[config.mk]
export PLATFORM = sky130hd
export DESIGN_NAME = sram_arbiter
export DESIGN_NICKNAME = d
export VERILOG_FILES = /design/src/rtl/sram_arbiter.sv
export SDC_FILE = /design/constraint.sdc
export NUM_CORES = 1
export LEC_CHECK = 0
export CORE_ASPECT_RATIO = 1.75
export CORE_MARGIN = 5
export CORE_UTILIZATION = 42
export CTS_BUF_LIST = sky130_fd_sc_hd__clkbuf_4 sky130_fd_sc_hd__clkbuf_8
export DETAILED_ROUTE_END_ITERATION = 10
export PLACE_DENSITY = 0.95
export REMOVE_ABC_BUFFERS = 1
export SLEW_MARGIN = 25
export SYNTH_ARGS = -nofsm -noshare
export SYNTH_HDL_FRONTEND = slang
export SYNTH_SLANG_ARGS = --single-unit
[constraint.sdc]
create_clock -name clk -period 2.05 [get_ports clk]
set_input_delay 0.41 -clock clk [delete_from_list [all_inputs] [get_ports clk]]
set_output_delay 0.41 -clock clk [all_outputs]
set_load 0.005 [all_outputs]
[src/rtl/sram_arbiter.sv]
// Round-robin arbiter sharing one SRAM port between the CPU and the debug/loader port.
// Latches the winning request, issues one SRAM cycle, absorbs read latency and pulses ready.
`timescale 1ns/1ps
module sram_arbiter #(
  parameter int ADDR_W = 16,
  parameter int DATA_W = 16,
  parameter int RD_LAT = 2
) (
  input  logic              clk,
  input  logic              reset,
  input  logic              cpu_req,
  input  logic              cpu_we,
  input  logic [ADDR_W-1:0] cpu_addr,
  input  logic [DATA_W-1:0] cpu_wdata,
  output logic              cpu_ready,
  output logic [DATA_W-1:0] cpu_rdata,
  input  logic              dbg_req,
  input  logic              dbg_we,
  input  logic [ADDR_W-1:0] dbg_addr,
  input  logic [DATA_W-1:0] dbg_wdata,
  output logic              dbg_ready,
  output logic [DATA_W-1:0] dbg_rdata,
  output logic              sram_mem_ena,
  output logic              sram_wr_ena,
  output logic [ADDR_W-1:0] sram_addr,
  output logic [DATA_W-1:0] sram_wdata,
  input  logic [DATA_W-1:0] sram_rdata,
  output logic              busy,
  output logic              owner
);

  localparam int CNT_W = $clog2(RD_LAT + 1);

  typedef enum logic [1:0] {IDLE, ISSUE, WAIT, DONE} state_e;

  state_e            state_q, state_d;
  logic              owner_q, owner_d;
  logic              last_q, last_d;
  logic              we_q, we_d;
  logic [ADDR_W-1:0] addr_q, addr_d;
  logic [DATA_W-1:0] wdata_q, wdata_d;
  logic              mem_ena_q, mem_ena_d;
  logic              wr_ena_q, wr_ena_d;
  logic              cpu_ready_q, cpu_ready_d;
  logic              dbg_ready_q, dbg_ready_d;
  logic [DATA_W-1:0] cpu_rdata_q, cpu_rdata_d;
  logic [DATA_W-1:0] dbg_rdata_q, dbg_rdata_d;
  logic [CNT_W-1:0]  cnt_q, cnt_d;
  logic              gnt_dbg;

  // On a tie the requester that did not own the previous transaction wins.
  assign gnt_dbg = dbg_req & (~cpu_req | ~last_q);

  always_comb begin
    state_d     = state_q;
    owner_d     = owner_q;
    last_d      = last_q;
    we_d        = we_q;
    addr_d      = addr_q;
    wdata_d     = wdata_q;
    mem_ena_d   = 1'b0;
    wr_ena_d    = 1'b0;
    cpu_ready_d = 1'b0;
    dbg_ready_d = 1'b0;
    cpu_rdata_d = cpu_rdata_q;
    dbg_rdata_d = dbg_rdata_q;
    cnt_d       = cnt_q;
    case (state_q)
      IDLE: begin
        if (cpu_req | dbg_req) begin
          owner_d   = gnt_dbg;
          last_d    = gnt_dbg;
          we_d      = gnt_dbg ? dbg_we    : cpu_we;
          addr_d    = gnt_dbg ? dbg_addr  : cpu_addr;
          wdata_d   = gnt_dbg ? dbg_wdata : cpu_wdata;
          mem_ena_d = 1'b1;
          wr_ena_d  = we_d;
          state_d   = ISSUE;
        end
      end
      ISSUE: begin
        if (we_q) begin
          cpu_ready_d = ~owner_q;
          dbg_ready_d = owner_q;
          state_d     = DONE;
        end else begin
          cnt_d   = CNT_W'(RD_LAT);
          state_d = WAIT;
        end
      end
      WAIT: begin
        // Last wait cycle: sram_rdata is valid and captured at this edge.
        if (cnt_q == CNT_W'(1)) begin
          if (owner_q) dbg_rdata_d = sram_rdata;
          else         cpu_rdata_d = sram_rdata;
          cpu_ready_d = ~owner_q;
          dbg_ready_d = owner_q;
          state_d     = DONE;
        end else begin
          cnt_d = cnt_q - CNT_W'(1);
        end
      end
      DONE: state_d = IDLE;
      default: state_d = IDLE;
    endcase
  end

  always_ff @(posedge clk or negedge reset) begin
    if (!reset) begin
      state_q     <= IDLE;
      owner_q     <= 1'b0;
      last_q      <= 1'b1;
      we_q        <= 1'b0;
      addr_q      <= '0;
      wdata_q     <= '0;
      mem_ena_q   <= 1'b0;
      wr_ena_q    <= 1'b0;
      cpu_ready_q <= 1'b0;
      dbg_ready_q <= 1'b0;
      cpu_rdata_q <= '0;
      dbg_rdata_q <= '0;
      cnt_q       <= '0;
    end else begin
      state_q     <= state_d;
      owner_q     <= owner_d;
      last_q      <= last_d;
      we_q        <= we_d;
      addr_q      <= addr_d;
      wdata_q     <= wdata_d;
      mem_ena_q   <= mem_ena_d;
      wr_ena_q    <= wr_ena_d;
      cpu_ready_q <= cpu_ready_d;
      dbg_ready_q <= dbg_ready_d;
      cpu_rdata_q <= cpu_rdata_d;
      dbg_rdata_q <= dbg_rdata_d;
      cnt_q       <= cnt_d;
    end
  end

  assign sram_mem_ena = mem_ena_q;
  assign sram_wr_ena  = wr_ena_q;
  assign sram_addr    = addr_q;
  assign sram_wdata   = wdata_q;
  assign cpu_ready    = cpu_ready_q;
  assign dbg_ready    = dbg_ready_q;
  assign cpu_rdata    = cpu_rdata_q;
  assign dbg_rdata    = dbg_rdata_q;
  assign owner        = owner_q;
  assign busy         = (state_q != IDLE);

endmodule

==> impl_metrics.py, run 1 <==
metrics = {
    "synth": {
        "syn_area_sq_um": 3220,
        "syn_area_per_cell_sq_um": 10.8,
        "synth.distinct_cells": 30,
        "ys_warn_count": 0,
        "ys_ff_latch": 75,
        "synth_top_cell_area_share_pct": 57.5,
        "synthesis.instances": 297,
        "synth_top_area_cell": "dfrtp_1",
        "yosysSeqAreaShare_pct": 58.4,
        "synth.area.top_cells": "dfrtp_1 (58%), mux2_1 (11%), a21oi_1 (10%)",
    },
    "timing": {
        "setup_ws_ns": 0.0744,
        "slew_viol_final": 0,
        "post-route-min-period_ns": 1.98,
        "fin_crit_sh_pct": 96.4,
        "skew_ns": 0.0106,
        "max_slew_margin_pct": 66.2,
        "max_freq_mhz": 506,
        "setup_viol": 0,
        "tightest_slew_ns": 0.507,
        "hold_viol": 0,
    },
    "placement": {
        "io_buffers": 155,
        "gp_congestion": 0.828,
        "dp_hpwl_um": 6970,
        "pre_cts_slack_ns": 0.233,
    },
    "clocking": {
        "numCtsBuffers": 9,
        "cts_tree": "done",
        "cts_hold_buffers": 0,
        "clockBufferDepth": 2,
        "cts.sinks": 75,
        "path_clk_slew_ns": 0.07,
        "cts_max_level": 3,
        "clk_latency_ns": 0.34,
        "cts-root-buf": "clkbuf_8",
    },
    "min_path": {
        "hp-class": "primary input to asynchronous set/reset pin",
    },
    "critical_path": {
        "crit_type": "flip-flop to output pin",
        "cp_max_fo": 5,
        "critPathRequiredTime_ns": 1.64,
        "endpoint_kind": "output pin",
        "cp-start-kind": "flip-flop",
        "reg2reg_depth": 4,
        "arrival_ns": 1.57,
    },
    "global_routing": {
        "grt.total_usage_pct": 18.8,
        "grt_max_degree": 39,
        "grt_pass1_vias": 3035,
        "grt-ovfl-total": 0,
        "antenna_found_initial": 0,
        "grt_pass1_wl_um": 14500,
    },
    "power_and_ir_drop": {
        "ir_drop_uv": 660,
        "p_leak_nw": 2.17,
        "power_mw": 7.34,
        "cellPowerDensity_nw_per_um2": 1430,
    },
    "cells_and_area": {
        "areaGrowthSynthToFinish_pct": 59.0,
        "diodes": 0,
        "nets": 544,
        "layout_commonest_cell": "clkdlybuf4s50_1",
        "drive_gt1_share_pct": 7.86,
        "final_cell_mix": "clkdlybuf4s50_1 (154), dfrtp_1 (74), a21oi_1 (67)",
    },
    "floorplanning": {
        "die_area_sq_um": 9580,
        "rows": 42,
        "initial_core_util_pct": 42.8,
        "io-pin-count": 156,
        "core_sq_um": 7510,
        "die_h_um": 126,
        "die_w_um": 76.2,
    },
    "route": {
        "wl_per_cell_um": 16.8,
        "firstDrtPassIters": 5,
        "vias": 2874,
        "ant_nets": 0,
        "wirelength_um": 9190,
        "viasPerCell": 5.26,
        "dr.first_iter.drc_count": 103,
        "post-route-drc-count": 0,
    },
    "run_status": {
        "status": "completed",
    },
    "flow_run": {
        "maxCapViolCount": 0,
    },
}
-- cells in the mapped netlist (all sizes together) --
master	n
nor2	37
buf	17
nor3b	1
o32a	1
nand2	34
dfrtp	74
ha	4
inv	7
o21ai	5
o22ai	1
nand3	3
mux2	34
o211a	1
a21bo	1
a21oi	67
a21boi	1
mux2i	1
nor4b	1
a311oi	1
nor3	2
a31oi	1
a2bb2oi	1
dfstp	1
nor2b	1
-- logic make-up (layout without fill, tap and decap cells) --
| family | after synthesis | in the layout | synth area share, % |
|---|---|---|---|
| AND/OR/NAND/NOR | 79 | 79 | 10.5 |
| AO/OA/AOI/OAI | 80 | 80 | 13.5 |
| multiplexers | 35 | 35 | 12.3 |
| buffers and inverters | 24 | 185 | 3.69 |
| flip-flops | 75 | 75 | 58.4 |
| adder cells (fa/ha/maj) | 4 | 4 | 1.56 |
-- path summary, 6_finish.rpt --
kind,endpoint,slack [ns],from
setup / recovery,busy,0.07,state_q[1]$_DFFE_PN0P_
hold / removal,state_q[0]$_DFFE_PN0P_,0.04,reset
setup reg to reg,dbg_rdata[8]$_DFFE_PN0P_,0.21,state_q[0]$_DFFE_PN0P_
hold reg to reg,dbg_rdata[15]$_DFFE_PN0P_,0.49,dbg_rdata[15]$_DFFE_PN0P_
max in group asynchronous,dbg_rdata[8]$_DFFE_PN0P_,1.43,reset
min in group clk,dbg_rdata[15]$_DFFE_PN0P_,0.49,dbg_rdata[15]$_DFFE_PN0P_
-- power by group --
group	internal [mW]	switching [mW]
registers	2.24	0.431
logic	2.11	1.45
clock network	0.597	0.501
-- registers in the layout (all words and copies together), names as in the netlist --
register,flops
owner,1
last_q,1
sram_addr,16
sram_wr_ena,1
dbg_ready,1
we_q,1
cnt_q,2
cpu_ready,1
cpu_rdata,16
sram_wdata,16
sram_mem_ena,1
state_q,2
dbg_rdata,16
-- timing repair --
action / 4_1_cts / 5_1_grt
pin swaps: 0 / 0
resized for setup: 1 / 2
setup buffers: 0 / 3
endpoints found under the setup margin: 1 / 1
-- layer usage --
metal	share of wire [%]	routed length (um)	up-vias	track usage, %
met2	53	4850	160	33.3
li1	-	-	1326	-
met4	3.6	328	0	9.99
met3	8.4	768	28	6.64
met5	0	0	-	0
met1	35	3250	1360	19.0
-- worst max-delay path, stage by stage (launching register included) --
cell and delay, ns:
dfrtp_1 0.39, inv_1 0.10, ha_4 0.19, inv_2 0.07, clkdlybuf4s50_1 0.50
-- final cells by class --
cell class | instances | area (sq um)
Inverter | 7 | 26.3
Multi-Input combinational cell | 198 | 1230
Timing Repair Buffer | 163 | 1670
Clock buffer | 14 | 193
Sequential cell | 75 | 1880
Fill cell | 564 | 2400
Tap cell | 88 | 110
Clock inverter | 1 | 5.00
-- stage by stage --
stage	hold WS (ns)	utilization, %	instance area [sq um]	std cells	setup TNS [ns]
finish	0.0421	68.1	5120	546	0
global route	0.0557	68.1	5120	546	-0.00449
CTS	0.0385	67.7	5080	543	0
detailed placement	0.420	65.0	4880	528	0
global placement	0.410	65.0	4880	528	0
floorplan	0.114	-	3130	280	0
Power figures use the tool's default switching activity.
==> run 2: changes to the inputs <==
--- a/config.mk
+++ b/config.mk
@@ -5,9 +5,10 @@
 export SDC_FILE = /design/constraint.sdc
 export NUM_CORES = 1
 export LEC_CHECK = 0
+export ABC_AREA = 1
 export CORE_ASPECT_RATIO = 1.75
 export CORE_MARGIN = 5
-export CORE_UTILIZATION = 42
+export CORE_UTILIZATION = 45
 export CTS_BUF_LIST = sky130_fd_sc_hd__clkbuf_4 sky130_fd_sc_hd__clkbuf_8
 export DETAILED_ROUTE_END_ITERATION = 10
 export PLACE_DENSITY = 0.95
==> constraint.sdc (replaced) <==
create_clock -name clk -period 2.42 [get_ports clk]
set_input_delay 0.605 -clock clk [delete_from_list [all_inputs] [get_ports clk]]
set_output_delay 0.605 -clock clk [all_outputs]
set_load 0.005 [all_outputs]
==> impl_metrics.py, run 2 <==
metrics = {
    "global_routing": {
        "grt-ovfl-total": 0,
        "grt.total_usage_pct": 20.8,
        "antenna_found_initial": 0,
        "grt_pass1_vias": 3504,
        "grt_max_degree": 42,
        "grt_pass1_wl_um": 16600,
    },
    "placement": {
        "pre_cts_slack_ns": 0.203,
        "dp_hpwl_um": 7910,
        "gp_congestion": 0.833,
        "io_buffers": 155,
        "placed_area_sq_um": 5220,
        "placed_cells": 688,
    },
    "timing": {
        "max_freq_mhz": 434,
        "setup_ws_ns": 0.117,
        "holdWs_ns": 0.231,
        "hold_viol": 0,
        "tns_ns": 0,
        "fin_crit_sh_pct": 95.2,
        "slew_viol_final": 0,
        "max_slew_margin_pct": 59.0,
        "setup_viol": 0,
        "post-route-min-period_ns": 2.30,
        "tightest_slew_ns": 0.613,
        "rsz0062_at_grt": "no",
        "skew_ns": 0.0120,
    },
    "route": {
        "wl_met3_um": 744,
        "m1WireLength_um": 3770,
        "vias": 3449,
        "firstDrtPassIters": 5,
        "ant_nets": 0,
        "post-route-drc-count": 0,
        "top_layer": "met4",
        "dr.first_iter.drc_count": 124,
        "wl_met2_um": 5380,
        "viasPerCell": 4.90,
        "wl_per_cell_um": 14.5,
        "wirelength_um": 10200,
    },
    "run_status": {
        "status": "completed",
    },
    "critical_path": {
        "worstReg2RegStart": "state_q[0]$_DFFE_PN0P_",
        "critPathRequiredTime_ns": 1.81,
        "cp-start-kind": "flip-flop",
        "cp_max_fo": 4,
        "endpoint_kind": "output pin",
        "path_cells": "inv_1 -> ha_1 -> inv_2 -> clkdlybuf4s50_1",
        "worst_path_largest_cell_delay_ns": 0.50,
        "critPathBufInv": 3,
        "arrival_ns": 1.70,
        "crit_slowest_cell": "clkdlybuf4s50_1",
        "crit_type": "flip-flop to output pin",
        "r2r-end": "dbg_rdata[3]$_DFFE_PN0P_",
        "reg2reg_depth": 6,
        "reg2reg_slack_ns": 0.65,
        "cpLargestDelayFamily": "buffers and inverters",
    },
    "synth": {
        "syn_area_per_cell_sq_um": 7.95,
        "synth_top_cells_by_count": "nand2_1 (148), inv_1 (92), dfrtp_1 (74), nand3_1 (70), o21ai_0 (13)",
        "synth_top_cell_area_share_pct": 50.6,
        "ys_ff_latch": 75,
        "ys_warn_count": 0,
        "yosysSeqAreaShare_pct": 51.4,
        "synthesis.instances": 460,
        "synth_top_family_by_area": "simple AND/OR/NAND/NOR gates",
        "synth_mux_area_share_pct": 0,
        "synthFlopType": "dfrtp_1",
        "synth_compound_area_share_pct": 5.85,
        "synth.area.top_cells": "dfrtp_1 (51%), nand2_1 (15%), nand3_1 (9.6%)",
        "synth_adder_area_share_pct": 1.37,
        "syn_area_sq_um": 3660,
        "synth_top_area_cell": "dfrtp_1",
        "synth_edf_count": 0,
        "synth_most_common_cell": "nand2_1",
        "synth.distinct_cells": 20,
        "synthSimpleGateAreaFrac_pct": 27.1,
        "synthXorXnorAreaFrac_pct": 0,
        "ys_async_sr_fraction_pct": 100,
    },
    "clocking": {
        "clk_latency_ns": 0.36,
        "cts_tree": "done",
        "path_clk_slew_ns": 0.08,
        "cts_max_level": 3,
        "numCtsBuffers": 9,
        "clockBufferDepth": 2,
        "cts_resized": 0,
        "cts.sinks": 75,
        "cts-root-buf": "clkbuf_8",
    },
    "floorplanning": {
        "core_sq_um": 7960,
        "io-pin-count": 156,
        "die_area_sq_um": 10100,
        "die_h_um": 129,
        "rows": 43,
        "die_w_um": 78.1,
        "initial_core_util_pct": 45.9,
    },
    "cells_and_area": {
        "layout.cells.non_filler": 704,
        "fill_cells": 622,
        "diodes": 0,
        "final_cell_mix": "clkdlybuf4s50_1 (154), nand2_1 (148), inv_1 (92)",
        "drive_gt1_share_pct": 7.17,
        "utilization_pct": 68.3,
        "stdcell_area_sq_um": 5440,
        "nets": 700,
        "layout_commonest_cell": "clkdlybuf4s50_1",
        "areaGrowthSynthToFinish_pct": 48.8,
    },
    "power_and_ir_drop": {
        "p_leak_nw": 2.86,
        "ir_drop_uv": 613,
        "power_mw": 6.20,
        "cellPowerDensity_nw_per_um2": 1140,
    },
    "min_path": {
        "hp-class": "primary input to asynchronous set/reset pin",
    },
    "flow_run": {
        "maxCapViolCount": 0,
    },
}
[run 2: routing by layer]
layer  global-route usage (%)  vias to the layer above
met4                     12.9                        0
met1                     23.9                     1573
met3                     3.76                       21
met5                        0                        -
li1                         -                     1688
met2                     35.8                      167
[run 2: how the worst max path moves through the flow]
stage / startpoint / endpoint / cells past startpoint
after detailed placement: cpu_req / we_q$_DFFE_PN0P_ / 6
after global placement: cpu_req / we_q$_DFFE_PN0P_ / 6
final: state_q[0]$_DFFE_PN0P_ / busy / 4
after CTS: state_q[0]$_DFFE_PN0P_ / busy / 4
after floorplan: cpu_req / we_q$_DFFE_PN0P_ / 5
after global routing: state_q[0]$_DFFE_PN0P_ / busy / 4
[run 2: what timing repair did]
item	in CTS	in global routing
hold buffers	0	0
setup endpoints to repair	0	1
setup buffers	0	1
[run 2: cell type report]
| type | instances | area (sq um) | area share [%] |
|---|---|---|---|
| Tap cell | 90 | 113 | 2.07 |
| Multi-Input combinational cell | 268 | 1260 | 23.1 |
| Clock buffer | 10 | 138 | 2.53 |
| Clock inverter | 5 | 77.6 | 1.43 |
| Timing Repair Buffer | 161 | 1620 | 29.8 |
| Sequential cell | 75 | 1880 | 34.5 |
| Inverter | 95 | 359 | 6.60 |
[run 2: report_power, final]
group / switching [mW] / total [mW] / leakage (nW) / internal, mW
logic: 1.30 / 2.90 / 1.87 / 1.60
registers: 0.368 / 2.26 / 0.884 / 1.89
clock network: 0.443 / 1.04 / 0.108 / 0.599
[run 2: logic make-up (layout without fill, tap and decap cells)]
kind of cell	after synthesis	count (layout)
simple gates	230	230
buf+inv	117	271
fa+ha+maj	4	4
flops	75	75
compound gates	34	34
